===== src/rtl/stream_mux_rr.sv =====
// N-channel valid/ready stream merger with one registered output stage.
// Arbitration is either a fixed select or round-robin starting after the last served channel.
module stream_mux_rr #(
    parameter int unsigned NUM_CH = 4,
    parameter int unsigned WIDTH  = 8,
    parameter int unsigned SEL_W  = (NUM_CH > 1) ? $clog2(NUM_CH) : 1
) (
    input  logic                      clk,
    input  logic                      rst,
    input  logic [NUM_CH*WIDTH-1:0]   in_data,
    input  logic [NUM_CH-1:0]         in_valid,
    output logic [NUM_CH-1:0]         in_ready,
    input  logic [SEL_W-1:0]          sel,
    input  logic                      rr_mode,
    output logic [WIDTH-1:0]          out_data,
    output logic [SEL_W-1:0]          out_ch,
    output logic                      out_valid,
    input  logic                      out_ready,
    output logic [15:0]               xfer_cnt
);

    localparam logic [SEL_W-1:0] LastInit = SEL_W'(NUM_CH - 1);

    logic [SEL_W-1:0] last_q;
    logic [WIDTH-1:0] out_data_q;
    logic [SEL_W-1:0] out_ch_q;
    logic             out_valid_q;
    logic [15:0]      xfer_cnt_q;

    logic             load_en;
    logic             grant_valid;
    logic [SEL_W-1:0] grant;
    logic [WIDTH-1:0] grant_data;

    assign load_en = !out_valid_q || out_ready;

    always_comb begin
        grant_valid = 1'b0;
        grant       = '0;
        if (!rr_mode) begin
            // Out-of-range sel matches no channel, so it never grants.
            for (int i = 0; i < NUM_CH; i++) begin
                if (!grant_valid && sel == SEL_W'(i) && in_valid[i]) begin
                    grant_valid = 1'b1;
                    grant       = SEL_W'(i);
                end
            end
        end else begin
            // Search order last+1, last+2, ... wrapping; first valid channel wins.
            for (int k = 1; k <= NUM_CH; k++) begin
                for (int i = 0; i < NUM_CH; i++) begin
                    if (!grant_valid && in_valid[i] &&
                        i == (int'(last_q) + k) % NUM_CH) begin
                        grant_valid = 1'b1;
                        grant       = SEL_W'(i);
                    end
                end
            end
        end
    end

    always_comb begin
        grant_data = '0;
        for (int i = 0; i < NUM_CH; i++) begin
            if (grant == SEL_W'(i)) begin
                grant_data = in_data[i*WIDTH +: WIDTH];
            end
        end
    end

    always_comb begin
        in_ready = '0;
        for (int i = 0; i < NUM_CH; i++) begin
            in_ready[i] = !rst && load_en && grant_valid && (grant == SEL_W'(i));
        end
    end

    always_ff @(posedge clk) begin
        if (rst) begin
            out_valid_q <= 1'b0;
            out_data_q  <= '0;
            out_ch_q    <= '0;
            xfer_cnt_q  <= '0;
            last_q      <= LastInit;
        end else begin
            if (out_valid_q && out_ready) begin
                xfer_cnt_q <= xfer_cnt_q + 16'd1;
            end
            if (load_en) begin
                if (grant_valid) begin
                    out_data_q  <= grant_data;
                    out_ch_q    <= grant;
                    out_valid_q <= 1'b1;
                    last_q      <= grant;
                end else begin
                    out_valid_q <= 1'b0;
                end
            end
        end
    end

    assign out_data  = out_data_q;
    assign out_ch    = out_ch_q;
    assign out_valid = out_valid_q;
    assign xfer_cnt  = xfer_cnt_q;

endmodule


===== config.mk =====
export PLATFORM = sky130hd
export DESIGN_NAME = stream_mux_rr
export DESIGN_NICKNAME = d
export VERILOG_FILES = /design/src/rtl/stream_mux_rr.sv
export SDC_FILE = /design/constraint.sdc
export NUM_CORES = 1
export LEC_CHECK = 0
export ABC_CLOCK_PERIOD_IN_PS = 1700
export CAP_MARGIN = 20
export CORE_MARGIN = 10
export CORE_UTILIZATION = 37
export DETAILED_ROUTE_END_ITERATION = 6
export GPL_TIMING_DRIVEN = 0
export PLACE_DENSITY = 0.75
export SYNTH_ARGS = -nofsm -noshare
export SYNTH_HDL_FRONTEND = slang
export SYNTH_SLANG_ARGS = --single-unit

===== constraint.sdc =====
create_clock -name clk -period 1.7 [get_ports clk]
set_input_delay 0.34 -clock clk [delete_from_list [all_inputs] [get_ports clk]]
set_output_delay 0.34 -clock clk [all_outputs]
set_load 0.02 [all_outputs]

* Word level (Yosys, flattened, before mapping) *
Index checks and enable logic that the tools add are counted.

word-level totals
  register bits after elaboration = 29
  logic and storage cells = 164

cells by class
  add/sub/neg operators = 5
  equality and inequality tests = 18
  muxes and demuxes = 63
  reductions and logical operators = 73

operators with widths
  cell                                                                   count
  32-bit zero test                                                       4
  1-bit logical AND                                                      45
  1-bit two-way mux                                                      42
  2-bit two-way mux                                                      17
  8-bit two-way mux                                                      4
  1-bit zero test                                                        20
  16-bit by 1-bit adder with 16-bit output, second input constant        1
  2-bit equality test, first input constant                              8
  1-bit by 2-bit equality test with 1-bit output, first input constant   4
  2-bit equality test, second input constant                             4
  2-bit by 1-bit adder with 2-bit output, second input constant          2
  2-bit adder, second input constant                                     2
  2-bit by 1-bit equality test with 1-bit output, second input constant  2
  2-bit zero test                                                        2
  2-bit AND reduction                                                    1
  1-bit logical OR                                                       1

* Logic depth before layout (Yosys ltp) *
Gate-level depths: netlist (run 1).

  depth after elaboration = 85
  mapped depth = 8

* Worst setup path before layout (run 1) *
No wires, ideal clock.

  path type = input to output
  start = input port in_valid[2]
  end = output port in_ready[0]
  arrival time = 2.013 ns
  setup slack = -0.653 ns
  stages = 7
  buffers on the path = 3
  cell sequence = buf_2 mux2_2 a21oi_1 a41oi_1 buf_4 buf_4 nor4_1

on the way
  cells in the longest elaborated chain, start to end = 71

ends and longest elaborated chain
  what                                                           line  text
  start, declared                                                11    input logic [NUM_CH-1:0] in_valid,
  1-bit logical AND (2 in series)                                52    if (!grant_valid && in_valid[i] &&
  1-bit two-way mux                                              52
  1-bit two-way mux                                              40    if (!rr_mode) begin
  1-bit zero test                                                52
  1-bit logical AND (2 in series)                                52
  1-bit two-way mux                                              52
  1-bit two-way mux                                              40
  1-bit zero test                                                52
  (+52 left out)                                                 --
  1-bit two-way mux                                              52
  1-bit two-way mux                                              40
  1-bit zero test                                                52
  1-bit logical AND (2 in series)                                52
  2-bit two-way mux / 1-bit two-way mux (equally long branches)  52
  2-bit two-way mux / 1-bit two-way mux (equally long branches)  40
  2-bit zero test / 1-bit logical AND (equally long branches)    74    in_ready[i] = !rst && load_en && grant_valid && (grant == SEL_W'(i));
  1-bit logical AND *                                            74
  end, declared                                                  12    output logic [NUM_CH-1:0] in_ready,

Mark *: on every way between the ends. The rest lies on a longest branch, timed or not. The select of a mux whose other input is x is not followed.

* Final worst setup path (run 1) *
  start = register last_q[1]
  end = output port in_ready[0]

on the way
  cells in the longest elaborated chain, start to end = 82

ends and longest elaborated chain
  what                                                           line  text
  start, declared                                                24    logic [SEL_W-1:0] last_q;
  start signal, assigned                                         84    last_q <= LastInit;
  start signal, assigned                                         94    last_q <= grant;
  2-bit by 1-bit adder with 2-bit output                         53    i == (int'(last_q) + k) % NUM_CH) begin
  32-bit zero test                                               53
  1-bit logical AND                                              52
  1-bit two-way mux                                              52
  1-bit two-way mux                                              40
  1-bit zero test                                                52
  1-bit logical AND (2 in series)                                52
  1-bit two-way mux                                              52
  (+64 left out)                                                 --
  1-bit two-way mux                                              52
  1-bit two-way mux                                              40
  1-bit zero test                                                52
  1-bit logical AND (2 in series)                                52
  2-bit two-way mux / 1-bit two-way mux (equally long branches)  52
  2-bit two-way mux / 1-bit two-way mux (equally long branches)  40
  2-bit zero test / 1-bit logical AND (equally long branches)    74
  1-bit logical AND *                                            74

Marks and branches as above.

==> reports/metrics.csv, run 1 <==
stage,metric,value,unit
placed_design,placed_cells,303,
setup_path,required,1360,ps
sta,setup_viol_count_final,11,
finish,area_growth,72.4,%
routing,route.met3.wl,475,um
sta,rsz0062_at_grt,true,
setup_path,cp_max_fo,6,
routing,viasPerCell,5.28,
sta,fin_skew,0.985,ps
logic_synthesis,syn_nets,227,
die,design.die.area,7420,um2
setup_path,worstPathArrival,1700,ps
setup_path,cp_cell_sequence,mux2i_4 > o221ai_2 > o21ba_4 > nor4_4 > buf_4,
outcome,status,"finished, violations left",
die,io_pins,73,
grt,antenna_found_initial,0,
routing,first_pass_iters,4,
grt,overflow,0,
routing,detail-route-antenna-nets,0,
finish,fin_cells,317,
clock_tree,cts.sinks,29,
setup_path,r2r_slack,-70,ps
logic_synthesis,netlist_area,1620,um2
setup_path,critPathMaxStageDelay,390,ps
die,die_w,86.1,um
die,core.rowCount,23,
setup_path,path_class,flip-flop to output port,
grt,grt_use_total,14.1,%
outcome,violations,setup timing,
clock_tree,cts-htree-levels,2,
clock_tree,cts-root-buf,clkbuf_8,
clock_tree,clk_latency,280,ps
logic_synthesis,ys.flop_type,dfxtp_1,
logic_synthesis,ys_seq_elements,29,
sta,slew_headroom,63.9,%
placed_design,gp_congestion,0.769,
worst_hold_path,hp-class,flip-flop to flip-flop,
sta,slew_violations,0,
worst_hold_path,holdPathEnd,out_ch[0],
grt,grt_max_degree,11,
clock_tree,cts_tree,built,
finish,num_antenna_cells,0,
routing,first_iter_violations,50,
pwr,pwr-share-comb,32.4,%
pwr,clkPwrFrac,28.8,%
die,initial_core_util,39.3,%
setup_path,ff2ff_path_depth,9,
logic_synthesis,ys_types,38,
pwr,p_int,1.39,mW
logic_synthesis,yosysWarnings,0,
sta,setup_ws,-337,ps
pwr,seqPwrFrac,38.8,%
sta,setup_tns,-1530,ps
worst_hold_path,worstHoldStart,out_ch[0],
placed_design,dpl.hpwl,4000,um
logic_synthesis,yosysSeqAreaShare,35.9,%
finish,mostFrequentLayoutCells,"52 x clkdlybuf4s50_1, 27 x dfxtp_1, 15 x nor2_1, 14 x nand2_1, 13 x mux2i_1",
setup_path,timing.rr.start,last_q[1],
grt,grt_pass1_wl,8580,um
finish,num-fill-cells,336,
routing,highest_layer,met4,
routing,vias,1673,
logic_synthesis,synth_edf_count,0,
setup_path,crit_path_start_kind,flip-flop,
sta,period_share,120,%
clock_tree,cts_hold_buf,0,
pwr,p_switching,0.574,mW
routing,wire_per_inst,16.9,um
logic_synthesis,syn_inst,184,
sta,finalCriticalPeriod,2040,ps
setup_path,critPathCaptureType,output port,
grt,grt_pass1_vias,1709,
pwr,p_per_area,704,nW/um2
worst_hold_path,min_path_cells,2,
pwr,switching_share,29.3,%
flow_run,drv_cap,0,
pwr,p_leak,1.07,nW
setup_path,r2r-end,out_data[2],
finish,fin_nets,310,
placed_design,numPortBuffers,69,
finish,multi_input_area,1200,um2
pwr,irDropWorstVdd,0.000522,V
clock_tree,clk_pin_slew_worst_paths,60,ps
routing,route.met2.wl,2310,um
pwr,power.total,1.96,mW
clock_tree,clock_path_buffers,2,
die,die_h,86.1,um
sta,clock.fmax,0.491,GHz
die,coreArea,4120,um2
clock_tree,numCtsBuffers,5,
finish,ff_latch_area,586,um2
finish,final_common_cell,clkdlybuf4s50_1,
sta,final_hold_viol_count,0,
routing,drc_errors,0,
placed_design,pre_cts_ws,-1470,ps
finish,final_layout_size_suffix_gt1_share,25.1,%
setup_path,cp_slowest_cell,dfxtp_4,
sta,worst_pin_slew,541,ps
logic_synthesis,synth.avg_cell_area,8.79,um2
routing,wl,5370,um
sta,hold_slack,452,ps
routing,wl_met1,2530,um
logic_synthesis,async_flop_share,0,%
## Yosys cell counts (2+ instances only)
| cell | instances | area share, % |
|---|---|---|
| xnor2_1 | 5 | 2.7 |
| nor2_1 | 16 | 3.7 |
| nor4_1 | 4 | 1.5 |
| a21oi_1 | 11 | 3.4 |
| nand2b_1 | 4 | 1.5 |
| nand4_1 | 4 | 1.5 |
| o21bai_1 | 2 | 0.93 |
| xor2_1 | 7 | 3.8 |
| mux2i_1 | 17 | 11 |
| inv_1 | 4 | 0.93 |
| nand2_1 | 16 | 3.7 |
| dfxtp_1 | 29 | 36 |
| or3_1 | 4 | 1.5 |
| o221ai_1 | 8 | 4.3 |
| buf_2 | 3 | 0.93 |
| nor3_1 | 6 | 1.9 |
| buf_4 | 2 | 0.93 |
| o221ai_2 | 2 | 1.9 |
| clkbuf_1 | 5 | 1.2 |
| nand3b_1 | 8 | 3.7 |
| nand3_1 | 7 | 2.2 |
| o21ai_0 | 3 | 0.93 |
| and4_1 | 2 | 1.1 |
## timing repair
item                       in CTS  in global routing
buffers inserted                6                  3
resized for setup              64                 26
pin swaps                       8                 12
setup endpoints to repair      22                 21
## worst max-delay path, delay by kind of cell (launching register included)
family | cells | cell delay, ps
AO/OA/AOI/OAI | 2 | 370
AND/OR/NAND/NOR | 1 | 230
flip-flops | 1 | 390
buffers and inverters | 1 | 180
multiplexers | 1 | 230
## final cells by class
type | count | area share [%]
multi-input cells | 140 | 42.9
flip-flops and latches | 29 | 21.0
clock buffers | 7 | 3.10
inverters | 4 | 0.538
well taps | 50 | 2.24
repair buffers | 77 | 26.9
plain buffers | 10 | 3.36
## layer usage
metal / global-route usage (%) / vias up
met5: 0 / -
met4: 3.14 / 0
met1: 17.8 / 760
met3: 5.77 / 5
met2: 21.8 / 62
li1: - / 846
## power by group through the flow
stage / Combinational [mW] / Sequential, mW / Clock [mW]
4_1_cts: 0.585 / 0.758 / 0.575
3_3_place_gp: 0.538 / 0.769 / 0
2_1_floorplan: 0.266 / 0.810 / 0
6_report: 0.635 / 0.762 / 0.565
3_5_place_dp: 0.543 / 0.771 / 0
5_1_grt: 0.679 / 0.766 / 0.600
## how the worst max path moves through the flow
stage                            from           to  slack, ps
after detailed placement       sel[1]  in_ready[0]      -1470
after CTS                   last_q[1]  in_ready[3]       -360
after floorplan           in_valid[2]  in_ready[0]       -180
after global placement         sel[1]  in_ready[0]      -1440
after global routing        last_q[1]  in_ready[0]       -410
final                       last_q[1]  in_ready[0]       -340
## flip-flops by register name, summed over array words and instances (netlist names)
register / count
out_valid: 1
out_ch: 2
out_data: 8
last_q: 2
xfer_cnt: 16
## logic make-up after synthesis
kind of cell | after synthesis | synth area share, %
AOI/OAI and AO/OA | 36 | 17.2
and+or+nand+nor | 72 | 22.8
muxes | 19 | 12.1
DFF | 29 | 35.9
buffers and inverters | 15 | 4.64
adders and majority gates | 1 | 0.773
xor gates and xnor gates | 12 | 6.50
## per-stage QoR
step           cell area [um2]  util, %
2_1_floorplan             1720        -
3_3_place_gp              2470     60.1
3_5_place_dp              2470     60.1
4_1_cts                   2660     64.6
5_1_grt                   2790     67.8
6_report                  2790     67.8
Note: power is estimated with default switching activity, not from simulation.
==> run 2: changes to the inputs <==
CAP_MARGIN = default   (was 20)
HOLD_SLACK_MARGIN = 0.15   (was default)
==> results of run 2 <==
Final layout, timing and power as in run 1 (identical DEF).
==> RTL edit 1: new RTL, settings of run 2 <==
`WIDTH`: 8 -> 12.
--- a/src/rtl/stream_mux_rr.sv
+++ b/src/rtl/stream_mux_rr.sv
@@ -3,5 +3,5 @@
 module stream_mux_rr #(
     parameter int unsigned NUM_CH = 4,
-    parameter int unsigned WIDTH  = 8,
+    parameter int unsigned WIDTH  = 12,
     parameter int unsigned SEL_W  = (NUM_CH > 1) ? $clog2(NUM_CH) : 1
 ) (
Ports: changed (resized in_data and out_data); port bits go from 73 to 93. No check against the original RTL was run, so the function may have changed too.
==> RTL edit 1 against run 2 <==
- the run still ends with negative setup slack left
- routed wire length rose by 25%
- power rose by 28%
- die area rose by 16%
- sequential cell count rose by 4
- sequential power rose by 13%
- area after synthesis rose by 21%
- design area rose by 27%
- worst setup slack got worse by 0.13 ns
- critical path type unchanged
- critical endpoint unchanged
- largest cell class unchanged
==> RTL edit 1: results (changes against run 2) <==
| Metric | Value |
|---|---|
| Worst clock skew | 0.00658 ns (+0.00559 ns) |
| Post-DP HPWL | 4870 um (+22%) |
| Placed cell areas | 3060 um2 (+23%) |
| Hold Path End | out_ch[1] |
| R2r endpoint | out_data[5] |
| R2r worst-path depth | 8 (-1) |
| Reg2reg start | last_q[0] |
| Most frequent cells after synthesis | dfxtp_1 (33), and2_1 (26), a221oi_1 (24) |
| Vias in the first global route | 2225 (+30%) |
| R2r setup slk | -0.22 ns (-0.15 ns) |
| Iter 0 DRT Violations | 79 (+58%) |
| Via count | 2117 (+27%) |
| Synth top area cells | dfxtp_1 (34%), a221oi_1 (11%), and2_1 (8.3%), nand3b_1 (5.0%), nor2_1 (4.0%) |
| Per-cell routed wire length | 16.4 um (-3.2%) |
| Post-synthesis sequential area ratio | 0.337 (-0.0215) |
| Post-Route M1 WL | 2640 um (+4.4%) |
| Met1 GRT Util | 0.151 (-0.0269) |
| Post-route worst setup slack | -0.471 ns (-0.134 ns) |
| Failing checks | negative setup slack |
| Setup TNS | -3.85 ns (-2.31 ns) |
| # setup viols final | 19 (+8) |
| Routing usage on met2 | 0.262 (+0.0434) |
| Hold Slack | 0.484 ns (+0.0323 ns) |
| Outcome | finished, violations left |
| Metal2 WL | 3300 um (+43%) |
| Share of layout cells above drive strength 1 | 0.281 (+0.0301) |
[RTL edit 1: cell types whose count changed after synthesis, sizes merged, moves of 4 or more]
cell | run 2 | this run
o31ai | 0 | 12
a21oi | 12 | 7
or3 | 4 | 0
o221ai | 10 | 0
clkbuf | 5 | 15
nor2 | 16 | 21
and2 | 0 | 26
dfxtp | 29 | 33
nand2 | 16 | 9
mux2i | 17 | 3
a221oi | 0 | 24
nand3b | 8 | 13
[RTL edit 1: cells by family after synthesis]
logic type / Yosys count / synth area share
AND/OR/NAND/NOR: 94 / 0.277
AO/OA/AOI/OAI: 54 / 0.229
multiplexers: 5 / 0.0288
adder cells (fa/ha/maj): 1 / 0.00639
buffers and inverters: 24 / 0.0581
XOR/XNOR: 14 / 0.0626
flip-flops: 33 / 0.337
[RTL edit 1: what timing repair did]
| item | in CTS | in global routing |
|---|---|---|
| pin swaps | 15 | 12 |
| buffers inserted | 12 | 5 |
| resized for setup | 85 | 30 |
| setup endpoints to repair | 30 | 30 |
[RTL edit 1: layout make-up]
cell class | instances | area [um2]
fillers | 410 | 1560
multi-input cells | 168 | 1440
repair buffers | 109 | 1050
flip-flops and latches | 33 | 677
plain buffers | 15 | 163
well taps | 70 | 87.6
clock buffers | 7 | 86.3
clock inverters | 1 | 30.0
inverters | 5 | 21.3
[RTL edit 1: critical path: stages (launching register included)]
cell and delay (ns):
dfxtp_2 0.34, buf_4 0.13, nor2_1 0.17, o21ai_2 0.11, a31oi_2 0.39, clkbuf_8 0.24, nor3b_4 0.04, buf_6 0.12
[RTL edit 1: where the power goes]
group          internal [mW]  switching [mW]
Clock                  0.478           0.285
Sequential             0.824          0.0382
Combinational          0.474           0.419
==> RTL edit 2: new RTL, flow settings as in run 2 <==
Without the edit above. Add an input register stage for `rr_mode`; this delays it by one clock. The other inputs are not delayed to match.
--- a/src/rtl/stream_mux_rr.sv
+++ b/src/rtl/stream_mux_rr.sv
@@ -22,4 +22,10 @@
     localparam logic [SEL_W-1:0] LastInit = SEL_W'(NUM_CH - 1);
 
+    logic rr_mode_q;
+
+    always_ff @(posedge clk) begin
+        rr_mode_q <= rr_mode;
+    end
+
     logic [SEL_W-1:0] last_q;
     logic [WIDTH-1:0] out_data_q;
@@ -38,5 +44,5 @@
         grant_valid = 1'b0;
         grant       = '0;
-        if (!rr_mode) begin
+        if (!rr_mode_q) begin
             // Out-of-range sel matches no channel, so it never grants.
             for (int i = 0; i < NUM_CH; i++) begin
Formal check against the unedited RTL: not equivalent (a bounded check fails within 4 cycles, from zero or initial values and one cycle with rst high).
==> RTL edit 2 against run 2 <==
- the run still ends with negative setup slack left
- sequential cell count is 1 higher
- non-clock buffer count increased by 14
- power rose by 6.2%
- clock skew is 0.0049 ns higher
- area after synthesis increased by 0.62%
- register-to-register slack got worse by 0.12 ns
- design area up 5.4%
- sequential share of layout area decreased by 0.26 points
- routed wire length grew 7.0%
- worst setup slack lost 0.052 ns
- synthesized cell count down 1.1%
- critical endpoint is now in_ready[2]
- first-iteration DRC count increased by 28%
- fmax fell by 2.5%
==> RTL edit 2: results (changes against run 2) <==
| Metric | Value |
|---|---|
| Signal buffers | 101 (+16%) |
| Synth top area cells | dfxtp_1 (37%), mux2i_1 (10%), o221ai_1 (4.3%), xor2_1 (3.8%), nand3b_1 (3.7%) |
| Iter 0 DRT Violations | 64 (+28%) |
| Nets | 323 (+4.2%) |
| Worst clock skew | 0.00584 ns (+0.00486 ns) |
| Clock network area share | 0.0311 (+0.000121) |
| Worst-path fanout max | 6 (unchanged) |
| Per-cell routed wire length | 17.2 um (+1.9%) |
| Hold Slack | 0.456 ns (+0.00417 ns) |
| Worst ir drop on vdd | 0.354 mV (-32%) |
| Post-route worst setup slack | -0.388 ns (-0.0518 ns) |
| Tap Cells | 52 (+4.0%) |
| Routability Congestion | 0.790 (+2.7%) |
| # setup viols final | 12 (+1) |
| Vias per cell | 5.36 (+1.6%) |
| Setup crit end | in_ready[2] |
| Placed cell areas | 2480 um2 (+0.20%) |
| Fin util | 0.684 (+0.00673) |
| R2r setup slk | -0.19 ns (-0.12 ns) |
| Setup TNS | -2.77 ns (-1.23 ns) |
| CP arrival | 1.75 ns (+0.05 ns) |
| Outcome | finished, violations left |
| Area taken by multi-input logic gates | 1190 um2 (-0.52%) |
| Global-route wire length before repair | 8330 um (-2.9%) |
| Total track usage | 0.137 (-0.00447) |
| Seq/total area | 0.207 (-0.00264) |
| Vias in the first global route | 1701 (-0.47%) |
| DP Cell Count | 305 (+0.66%) |
| Slew HR | 0.716 (+0.0769) |
| Final-layout fill cell count | 334 (-0.60%) |
| Failing checks | negative setup slack |
| Most frequent cells after synthesis | dfxtp_1 (30), mux2i_1 (17), nor2_1 (16) |
| Num Clock Sinks | 30 (+3.4%) |
| Post-DP HPWL | 3740 um (-6.6%) |
| Pleak | 1.19 nW (+10%) |
| Share of layout cells above drive strength 1 | 0.317 (+0.0658) |
| Layout Cells excl Fill | 333 (+5.0%) |
| Net Count, Synth | 225 (-0.88%) |
| R2r worst-path depth | 10 (+1) |
| NonClk Buf Share | 0.330 (+0.0271) |
| Post-synthesis sequential area ratio | 0.369 (+0.0101) |
-- RTL edit 2: changes by cell type in the layout (fill, tap and decap cells not counted), moves of 2 or more --
cell	run 2	this run
buf_4	9	18
o221ai_1	6	3
o221ai_2	3	7
buf_6	5	9
clkbuf_1	5	2
dfxtp_1	27	25
clkbuf_2	0	2
dfxtp_2	1	4
-- RTL edit 2: logic make-up after synthesis --
kind of cell | share of synthesized area
AOI/OAI and AO/OA | 0.168
DFF | 0.369
adders and majority gates | 0.00769
xor gates and xnor gates | 0.0699
muxes | 0.121
buffers and inverters | 0.0438
and+or+nand+nor | 0.221
-- RTL edit 2: critical path, stage by stage, from the launching register on --
cell,delay (ns)
dfxtp_4,0.39
nand2_1,0.06
o21a_1,0.19
a41oi_2,0.19
buf_4,0.16
buf_12,0.13
nand2_8,0.06
nor3_4,0.13
buf_6,0.14
-- RTL edit 2: power by group --
part / switching, mW / internal (mW)
logic: 0.317 / 0.384
registers: 0.0373 / 0.750
clock network: 0.270 / 0.326
-- RTL edit 2: per-layer routing --
| metal | up-vias | wire length (um) | GRT usage |
|---|---|---|---|
| met2 | 78 | 2770 | 0.217 |
| li1 | 865 | - | - |
| met5 | - | 0 | 0 |
| met3 | 10 | 527 | 0.0572 |
| met4 | 0 | 103 | 0.0486 |
| met1 | 832 | 2340 | 0.161 |
-- RTL edit 2: how the worst min path moves through the flow --
stage,startpoint,depth (start not counted),end
floorplan,rr_mode,0,rr_mode_q
global placement,out_ch[1],2,out_ch[1]
detailed placement,out_ch[1],2,out_ch[1]
CTS,out_ch[1],2,out_ch[1]
global route,out_ch[1],2,out_ch[1]
finish,out_ch[1],2,out_ch[1]
-- RTL edit 2: repair_timing --
action	in CTS	in global routing
pin swaps	14	6
buffers inserted	13	7
setup endpoints to repair	24	20
hold buffers	0	0
gates resized for setup	74	31
